## config.mk

```make
export PLATFORM = sky130hd
export DESIGN_NAME = mem_wb_pipe_reg_flat
export DESIGN_NICKNAME = d
export VERILOG_FILES = /design/src/rtl/mips_pkg.sv /design/src/rtl/mem_wb_pipe_reg_if.sv /design/src/rtl/load_align.sv /design/src/rtl/mem_wb_pipe_reg.sv /design/src/flat_wrapper.sv
export SDC_FILE = /design/constraint.sdc
export NUM_CORES = 1
export LEC_CHECK = 0
export ABC_CLOCK_PERIOD_IN_PS = 1890
export CAP_MARGIN = 20
export CORE_MARGIN = 4
export CORE_UTILIZATION = 30
export DETAILED_ROUTE_END_ITERATION = 10
export SLEW_MARGIN = 20
export SYNTH_ARGS = -nofsm -noshare
export SYNTH_HDL_FRONTEND = slang
export SYNTH_SLANG_ARGS = --single-unit
```

## constraint.sdc

```tcl
create_clock -name clk -period 1.89 [get_ports clk]
set_input_delay 0.189 -clock clk [delete_from_list [all_inputs] [get_ports clk]]
set_output_delay 0.189 -clock clk [all_outputs]
set_load 0.1 [all_outputs]
```

## src/rtl/mips_pkg.sv

```systemverilog
// Shared MIPS pipeline definitions: load format codes and
// default datapath widths used by the MEM/WB slice.
package mips_pkg;

  localparam int DATA_W_DEF = 32;
  localparam int REG_AW_DEF = 5;

  typedef logic [2:0] ld_type_t;

  localparam ld_type_t LD_W  = 3'b000;
  localparam ld_type_t LD_H  = 3'b001;
  localparam ld_type_t LD_HU = 3'b010;
  localparam ld_type_t LD_B  = 3'b011;
  localparam ld_type_t LD_BU = 3'b100;

endpackage

```

## src/rtl/mem_wb_pipe_reg_if.sv

```systemverilog
// MEM-stage inputs and WB-stage outputs of the MEM/WB register.
// slave is the register itself, master is the surrounding pipeline.
interface mem_wb_pipe_reg_if
  import mips_pkg::*;
#(
  parameter int DATA_W = DATA_W_DEF,
  parameter int REG_AW = REG_AW_DEF
);

  logic              me_valid;
  logic [DATA_W-1:0] me_alu_res;
  logic [DATA_W-1:0] me_mem_rdata;
  logic [2:0]        me_ld_type;
  logic              me_mem2reg;
  logic [REG_AW-1:0] me_td;
  logic              me_wreg;

  logic              wb_valid;
  logic [DATA_W-1:0] wb_data;
  logic [REG_AW-1:0] wb_td;
  logic              wb_wreg;
  logic              wb_misalign;

  modport slave (
    input  me_valid,
    input  me_alu_res,
    input  me_mem_rdata,
    input  me_ld_type,
    input  me_mem2reg,
    input  me_td,
    input  me_wreg,
    output wb_valid,
    output wb_data,
    output wb_td,
    output wb_wreg,
    output wb_misalign
  );

  modport master (
    output me_valid,
    output me_alu_res,
    output me_mem_rdata,
    output me_ld_type,
    output me_mem2reg,
    output me_td,
    output me_wreg,
    input  wb_valid,
    input  wb_data,
    input  wb_td,
    input  wb_wreg,
    input  wb_misalign
  );

endinterface

```

## src/rtl/load_align.sv

```systemverilog
// Big-endian load lane select with sign/zero extension and
// alignment check for LW/LH/LHU/LB/LBU.
module load_align
  import mips_pkg::*;
#(
  parameter int DATA_W = DATA_W_DEF
) (
  input  logic [DATA_W-1:0] rdata,
  input  logic [1:0]        a,
  input  ld_type_t          ld_type,
  output logic [DATA_W-1:0] ld_fmt,
  output logic              mis
);

  logic [7:0]  byte_sel;
  logic [15:0] half_sel;

  // lane 0 is the most significant byte
  always_comb begin
    byte_sel = rdata[7:0];
    unique case (a)
      2'd0: byte_sel = rdata[31:24];
      2'd1: byte_sel = rdata[23:16];
      2'd2: byte_sel = rdata[15:8];
      2'd3: byte_sel = rdata[7:0];
      default: byte_sel = rdata[7:0];
    endcase
    half_sel = a[1] ? rdata[15:0] : rdata[31:16];
  end

  always_comb begin
    ld_fmt = rdata;
    mis    = (a != 2'd0);
    unique case (ld_type)
      LD_H: begin
        ld_fmt = {{(DATA_W-16){half_sel[15]}}, half_sel};
        mis    = a[0];
      end
      LD_HU: begin
        ld_fmt = {{(DATA_W-16){1'b0}}, half_sel};
        mis    = a[0];
      end
      LD_B: begin
        ld_fmt = {{(DATA_W-8){byte_sel[7]}}, byte_sel};
        mis    = 1'b0;
      end
      LD_BU: begin
        ld_fmt = {{(DATA_W-8){1'b0}}, byte_sel};
        mis    = 1'b0;
      end
      default: begin
        ld_fmt = rdata;
        mis    = (a != 2'd0);
      end
    endcase
  end

endmodule

```

## src/rtl/mem_wb_pipe_reg.sv

```systemverilog
// MEM/WB pipeline register: valid tracking, stall/flush,
// load formatting, misaligned-load flag and retire counter.
module mem_wb_pipe_reg
  import mips_pkg::*;
#(
  parameter int DATA_W = DATA_W_DEF,
  parameter int REG_AW = REG_AW_DEF,
  parameter int CNT_W  = 32
) (
  input  logic             clk,
  input  logic             rst,
  mem_wb_pipe_reg_if.slave bus,
  input  logic             stall,
  input  logic             flush,
  output logic [CNT_W-1:0] retire_cnt
);

  logic [DATA_W-1:0] ld_fmt;
  logic              mis;
  logic              ld_mis;

  logic              valid_d, valid_q;
  logic [DATA_W-1:0] data_d, data_q;
  logic [REG_AW-1:0] td_d, td_q;
  logic              wreg_d, wreg_q;
  logic              misal_d, misal_q;
  logic [CNT_W-1:0]  cnt_d, cnt_q;

  load_align #(
    .DATA_W (DATA_W)
  ) u_align (
    .rdata   (bus.me_mem_rdata),
    .a       (bus.me_alu_res[1:0]),
    .ld_type (bus.me_ld_type),
    .ld_fmt  (ld_fmt),
    .mis     (mis)
  );

  assign ld_mis = bus.me_mem2reg & mis;

  // flush beats stall; a flush never touches the counter
  always_comb begin
    valid_d = valid_q;
    data_d  = data_q;
    td_d    = td_q;
    wreg_d  = wreg_q;
    misal_d = misal_q;
    cnt_d   = cnt_q;
    if (flush) begin
      valid_d = 1'b0;
      data_d  = '0;
      td_d    = '0;
      wreg_d  = 1'b0;
      misal_d = 1'b0;
    end else if (!stall) begin
      valid_d = bus.me_valid;
      td_d    = bus.me_td;
      data_d  = bus.me_mem2reg ? ld_fmt
                               : bus.me_alu_res;
      misal_d = bus.me_valid & ld_mis;
      wreg_d  = bus.me_valid & bus.me_wreg
              & (bus.me_td != '0) & ~ld_mis;
      if (bus.me_valid)
        cnt_d = cnt_q + CNT_W'(1);
    end
  end

  always_ff @(posedge clk or posedge rst) begin
    if (rst) begin
      valid_q <= 1'b0;
      data_q  <= '0;
      td_q    <= '0;
      wreg_q  <= 1'b0;
      misal_q <= 1'b0;
      cnt_q   <= '0;
    end else begin
      valid_q <= valid_d;
      data_q  <= data_d;
      td_q    <= td_d;
      wreg_q  <= wreg_d;
      misal_q <= misal_d;
      cnt_q   <= cnt_d;
    end
  end

  assign bus.wb_valid    = valid_q;
  assign bus.wb_data     = data_q;
  assign bus.wb_td       = td_q;
  assign bus.wb_wreg     = wreg_q;
  assign bus.wb_misalign = misal_q;
  assign retire_cnt      = cnt_q;

endmodule
```

## src/flat_wrapper.sv

```systemverilog
// flat-port wrapper written by rule: the top's interface ports become plain ports
module mem_wb_pipe_reg_flat import mips_pkg::*;
#(
  parameter int DATA_W = DATA_W_DEF,
  parameter int REG_AW = REG_AW_DEF,
  parameter int CNT_W  = 32
)
  (clk, rst, stall, flush, retire_cnt, bus_me_valid, bus_me_alu_res, bus_me_mem_rdata, bus_me_ld_type, bus_me_mem2reg, bus_me_td, bus_me_wreg, bus_wb_valid, bus_wb_data, bus_wb_td, bus_wb_wreg, bus_wb_misalign);
  mem_wb_pipe_reg_if #(.DATA_W(DATA_W), .REG_AW(REG_AW)) bus_i ();
  input  logic clk;
  input  logic rst;
  input  logic stall;
  input  logic flush;
  output logic [CNT_W-1:0] retire_cnt;
  input wire logic [$bits(bus_i.me_valid)-1:0] bus_me_valid;
  input wire logic [$bits(bus_i.me_alu_res)-1:0] bus_me_alu_res;
  input wire logic [$bits(bus_i.me_mem_rdata)-1:0] bus_me_mem_rdata;
  input wire logic [$bits(bus_i.me_ld_type)-1:0] bus_me_ld_type;
  input wire logic [$bits(bus_i.me_mem2reg)-1:0] bus_me_mem2reg;
  input wire logic [$bits(bus_i.me_td)-1:0] bus_me_td;
  input wire logic [$bits(bus_i.me_wreg)-1:0] bus_me_wreg;
  output wire logic [$bits(bus_i.wb_valid)-1:0] bus_wb_valid;
  output wire logic [$bits(bus_i.wb_data)-1:0] bus_wb_data;
  output wire logic [$bits(bus_i.wb_td)-1:0] bus_wb_td;
  output wire logic [$bits(bus_i.wb_wreg)-1:0] bus_wb_wreg;
  output wire logic [$bits(bus_i.wb_misalign)-1:0] bus_wb_misalign;
  assign bus_i.me_valid = bus_me_valid;
  assign bus_i.me_alu_res = bus_me_alu_res;
  assign bus_i.me_mem_rdata = bus_me_mem_rdata;
  assign bus_i.me_ld_type = bus_me_ld_type;
  assign bus_i.me_mem2reg = bus_me_mem2reg;
  assign bus_i.me_td = bus_me_td;
  assign bus_i.me_wreg = bus_me_wreg;
  assign bus_wb_valid = bus_i.wb_valid;
  assign bus_wb_data = bus_i.wb_data;
  assign bus_wb_td = bus_i.wb_td;
  assign bus_wb_wreg = bus_i.wb_wreg;
  assign bus_wb_misalign = bus_i.wb_misalign;
  mem_wb_pipe_reg #(.DATA_W(DATA_W), .REG_AW(REG_AW), .CNT_W(CNT_W)) u_core (.clk(clk), .rst(rst), .bus(bus_i), .stall(stall), .flush(flush), .retire_cnt(retire_cnt));
endmodule
```

==> results.cfg <==
[run_status]
run_status = finished clean

[setup_path]
critical_path.reg2reg.startpoint = u_core.retire_cnt[21]
start_kind = input pin
crit_path_top_delay_cell = mux4_2
critical_path.max_stage_delay_ns = 0.51
worst-setup-path-type = in2reg
crit_path_cell_trace = clkdlybuf4s50_1, buf_4, mux4_2, a221o_1, a21oi_1, o21ai_0
crit_fanout = 6
worst_ep_arrival_time_ns = 2.02
rr_worst_depth = 5
regToRegEndpoint = u_core.retire_cnt[31]
reg2reg_setup_slack_ns = 0.11
endpoint_kind_of_the_worst_setup_timing_path = flip-flop
critPathRequiredTime_ns = 2.10

[placed_design]
placedCellCount = 745
dp.final_hpwl_um = 10310
place_area_sq_um = 5879
io_buffer_count = 150
routabilityCongestion = 0.9061
dpl_worst_slack_ns = -0.2972

[timing]
hold_viol = 0
slew_headroom = 0.6831
final.hold.worst_slack_ns = 0.2733
period_share = 0.9582
rsz0062_at_grt = no
worstMarginPinSlew_ns = 0.4727
fin_setup_tns_ns = 0
max_freq_mhz = 552.2
final-max-slew-violation-count = 0
finalSetupViolCount = 0
final.min_clock_period_ns = 1.811
final.setup.worst_slack_ns = 0.07907
clock_skew_ns = 0.004287

[die]
ios = 151
chipWidth_um = 121.0
floorplan.die.height_um = 121.0
standard_cell_core_area_sq_um = 12570
initial_core_util = 0.3048
std_cell_rows = 41
design.die.area_sq_um = 14640

[synthesis]
synth.most_common_cell = dfrtp_1
distinct_cell_type_count_of_the_synthesized_netlist = 53
synth_area_leaders = dfrtp_1, o21ai_0, xnor2_1
most_common_flop_cell_mapped_by_yosys = dfrtp_1
post_synth.cell_area_avg_sq_um = 9.874
synth_commonest_cells = dfrtp_1, nor2_1, o21ai_0
synth_top_area_cell = dfrtp_1
synth-edff-count = 0
number_of_nets_in_the_synthesized_netlist = 468
number_of_warnings_issued_by_yosys = 0
netlist.area_leader.share = 0.4703
synth.cell_area_sq_um = 3831
synth.ff_latch_count = 72
ys_async_sr_fraction = 1.000
postSynthCellCount = 388
synth_sequential_area_ratio = 0.4703

[run]
maxCapViolCount = 0

[final_layout]
sequential_cell_area_sq_um = 1888
fillers = 1203
synthToLayoutAreaGrowth_pct = 62.74
stdcell_area_sq_um = 6235
share_of_cells_above_drive_strength_1 = 0.3362
diodes = 0
layout_nets = 664
multi_input_area_sq_um = 1954
final_util = 0.4961
cell_count_final_fillers_out = 761

[cts]
tritoncts = yes
clock_tree_sinks = 72
worst_skew_pair.late_latency_ns = 0.33
cts-root-buf = clkbuf_16
clk_slew_on_worst_s_h_paths_ns = 0.06
cts_max_level = 3
cts_max_path_buffers = 2
cts_made_buffers = 9

[grt]
grt_max_degree = 48
antenna_found_initial = 0
first_global_vias = 3892
grt_pass1_wl_um = 21000
overflow = 0
grt_usage = 0.1848

[drt]
detail_routed_via_count_per_cell = 4.875
dr.pass1.iters = 5
route.final.wire_length_um = 13150
via_count = 3710
route.detailed.drc = 0
detailedRoute.firstIterationViolations = 199
drt-wirelength-per-cell_um = 17.28
postRouteAntennaNets = 0

[power_and_ir_drop]
power.ir.vdd_worst_v = 0.0004932
cellPowerDensity_nw_per_um2 = 868.3
power.total_mw = 5.414
cellLeakagePower_nw = 2.801

[worst_hold_path]
worst_hold_path_type = in2async
where the power goes:
group | internal, mW | switching (mW)
logic | 0.501 | 1.18
registers | 1.68 | 0.123
clock network | 1.27 | 0.664
total | 3.45 | 1.96
layout by cell type, fill, tap and decap left out, types with 2 or more instances in the layout:
master           instances
buf_4                  124
clkdlybuf4s50_1         78
dfrtp_1                 47
nor2_1                  44
o21ai_0                 41
nand2_1                 30
a22oi_1                 23
dfrtp_4                 22
xnor2_1                 20
a21oi_1                 14
xor2_1                  13
a221o_1                  9
clkbuf_16                9
nand3_1                  8
inv_1                    8
mux2i_1                  8
nand4_1                  7
nand2b_1                 5
mux2_2                   5
mux4_2                   4
o211ai_1                 4
buf_12                   4
and2_1                   3
o2bb2ai_1                3
o221ai_1                 3
and3_1                   3
clkbuf_8                 3
dfrtp_2                  3
nand2_2                  2
nor4_4                   2
nand4_4                  2
nor2b_1                  2
o21bai_1                 2
bufinv_16                2
layer usage:
metal / track usage / share of wire / vias up
met5: 0 / 0 / -
li1: - / - / 1794
met4: 0.06232 / 0.016 / 0
met2: 0.2939 / 0.48 / 121
met3: 0.03636 / 0.063 / 13
met1: 0.2522 / 0.44 / 1782
worst max-delay path: cells and delay by family:
kind / cells / cell delay, ns
AOI/OAI and AO/OA: 3 / 0.71
buffers and inverters: 2 / 0.61
muxes: 1 / 0.51
state kept, by name (all words and copies together) (netlist names):
signal                  cells
u_core.bus.wb_data         32
u_core.retire_cnt          32
u_core.bus.wb_td            5
u_core.bus.wb_misalign      1
u_core.bus.wb_valid         1
u_core.bus.wb_wreg          1
timing repair:
action	in CTS	in global routing
buffers inserted	0	0
resized for setup	0	3
hold buffers	0	0
endpoints found under the setup margin	0	12
hold endpoints to repair	0	0
cell families after synthesis:
family / Yosys count / synth area share
AND/OR/NAND/NOR: 124 / 0.1685
AO/OA/AOI/OAI: 108 / 0.1845
flip-flops: 72 / 0.4703
XOR/XNOR: 34 / 0.07773
buffers and inverters: 32 / 0.03658
multiplexers: 17 / 0.05911
adder cells (fa/ha/maj): 1 / 0.003265
cell type report:
type / instances / area share
flip-flops and latches: 72 / 0.3028
inverters: 11 / 0.007225
clock buffers: 12 / 0.04275
well taps: 172 / 0.03452
multi-input cells: 284 / 0.3135
clock inverters: 4 / 0.01184
repair buffers: 206 / 0.2874
how the worst max path moves through the flow:
stage                                     start                     to  depth (start not counted)
after floorplan            u_core.retire_cnt[5]  u_core.retire_cnt[31]                          6
after global placement                    flush  u_core.retire_cnt[31]                          6
after detailed placement                  flush  u_core.retire_cnt[31]                          6
after CTS                 u_core.retire_cnt[22]  u_core.retire_cnt[31]                          5
after global routing       u_core.retire_cnt[0]  u_core.retire_cnt[18]                          7
final                         bus_me_alu_res[0]  u_core.bus.wb_data[0]                          6
Power figures use the tool's default switching activity.
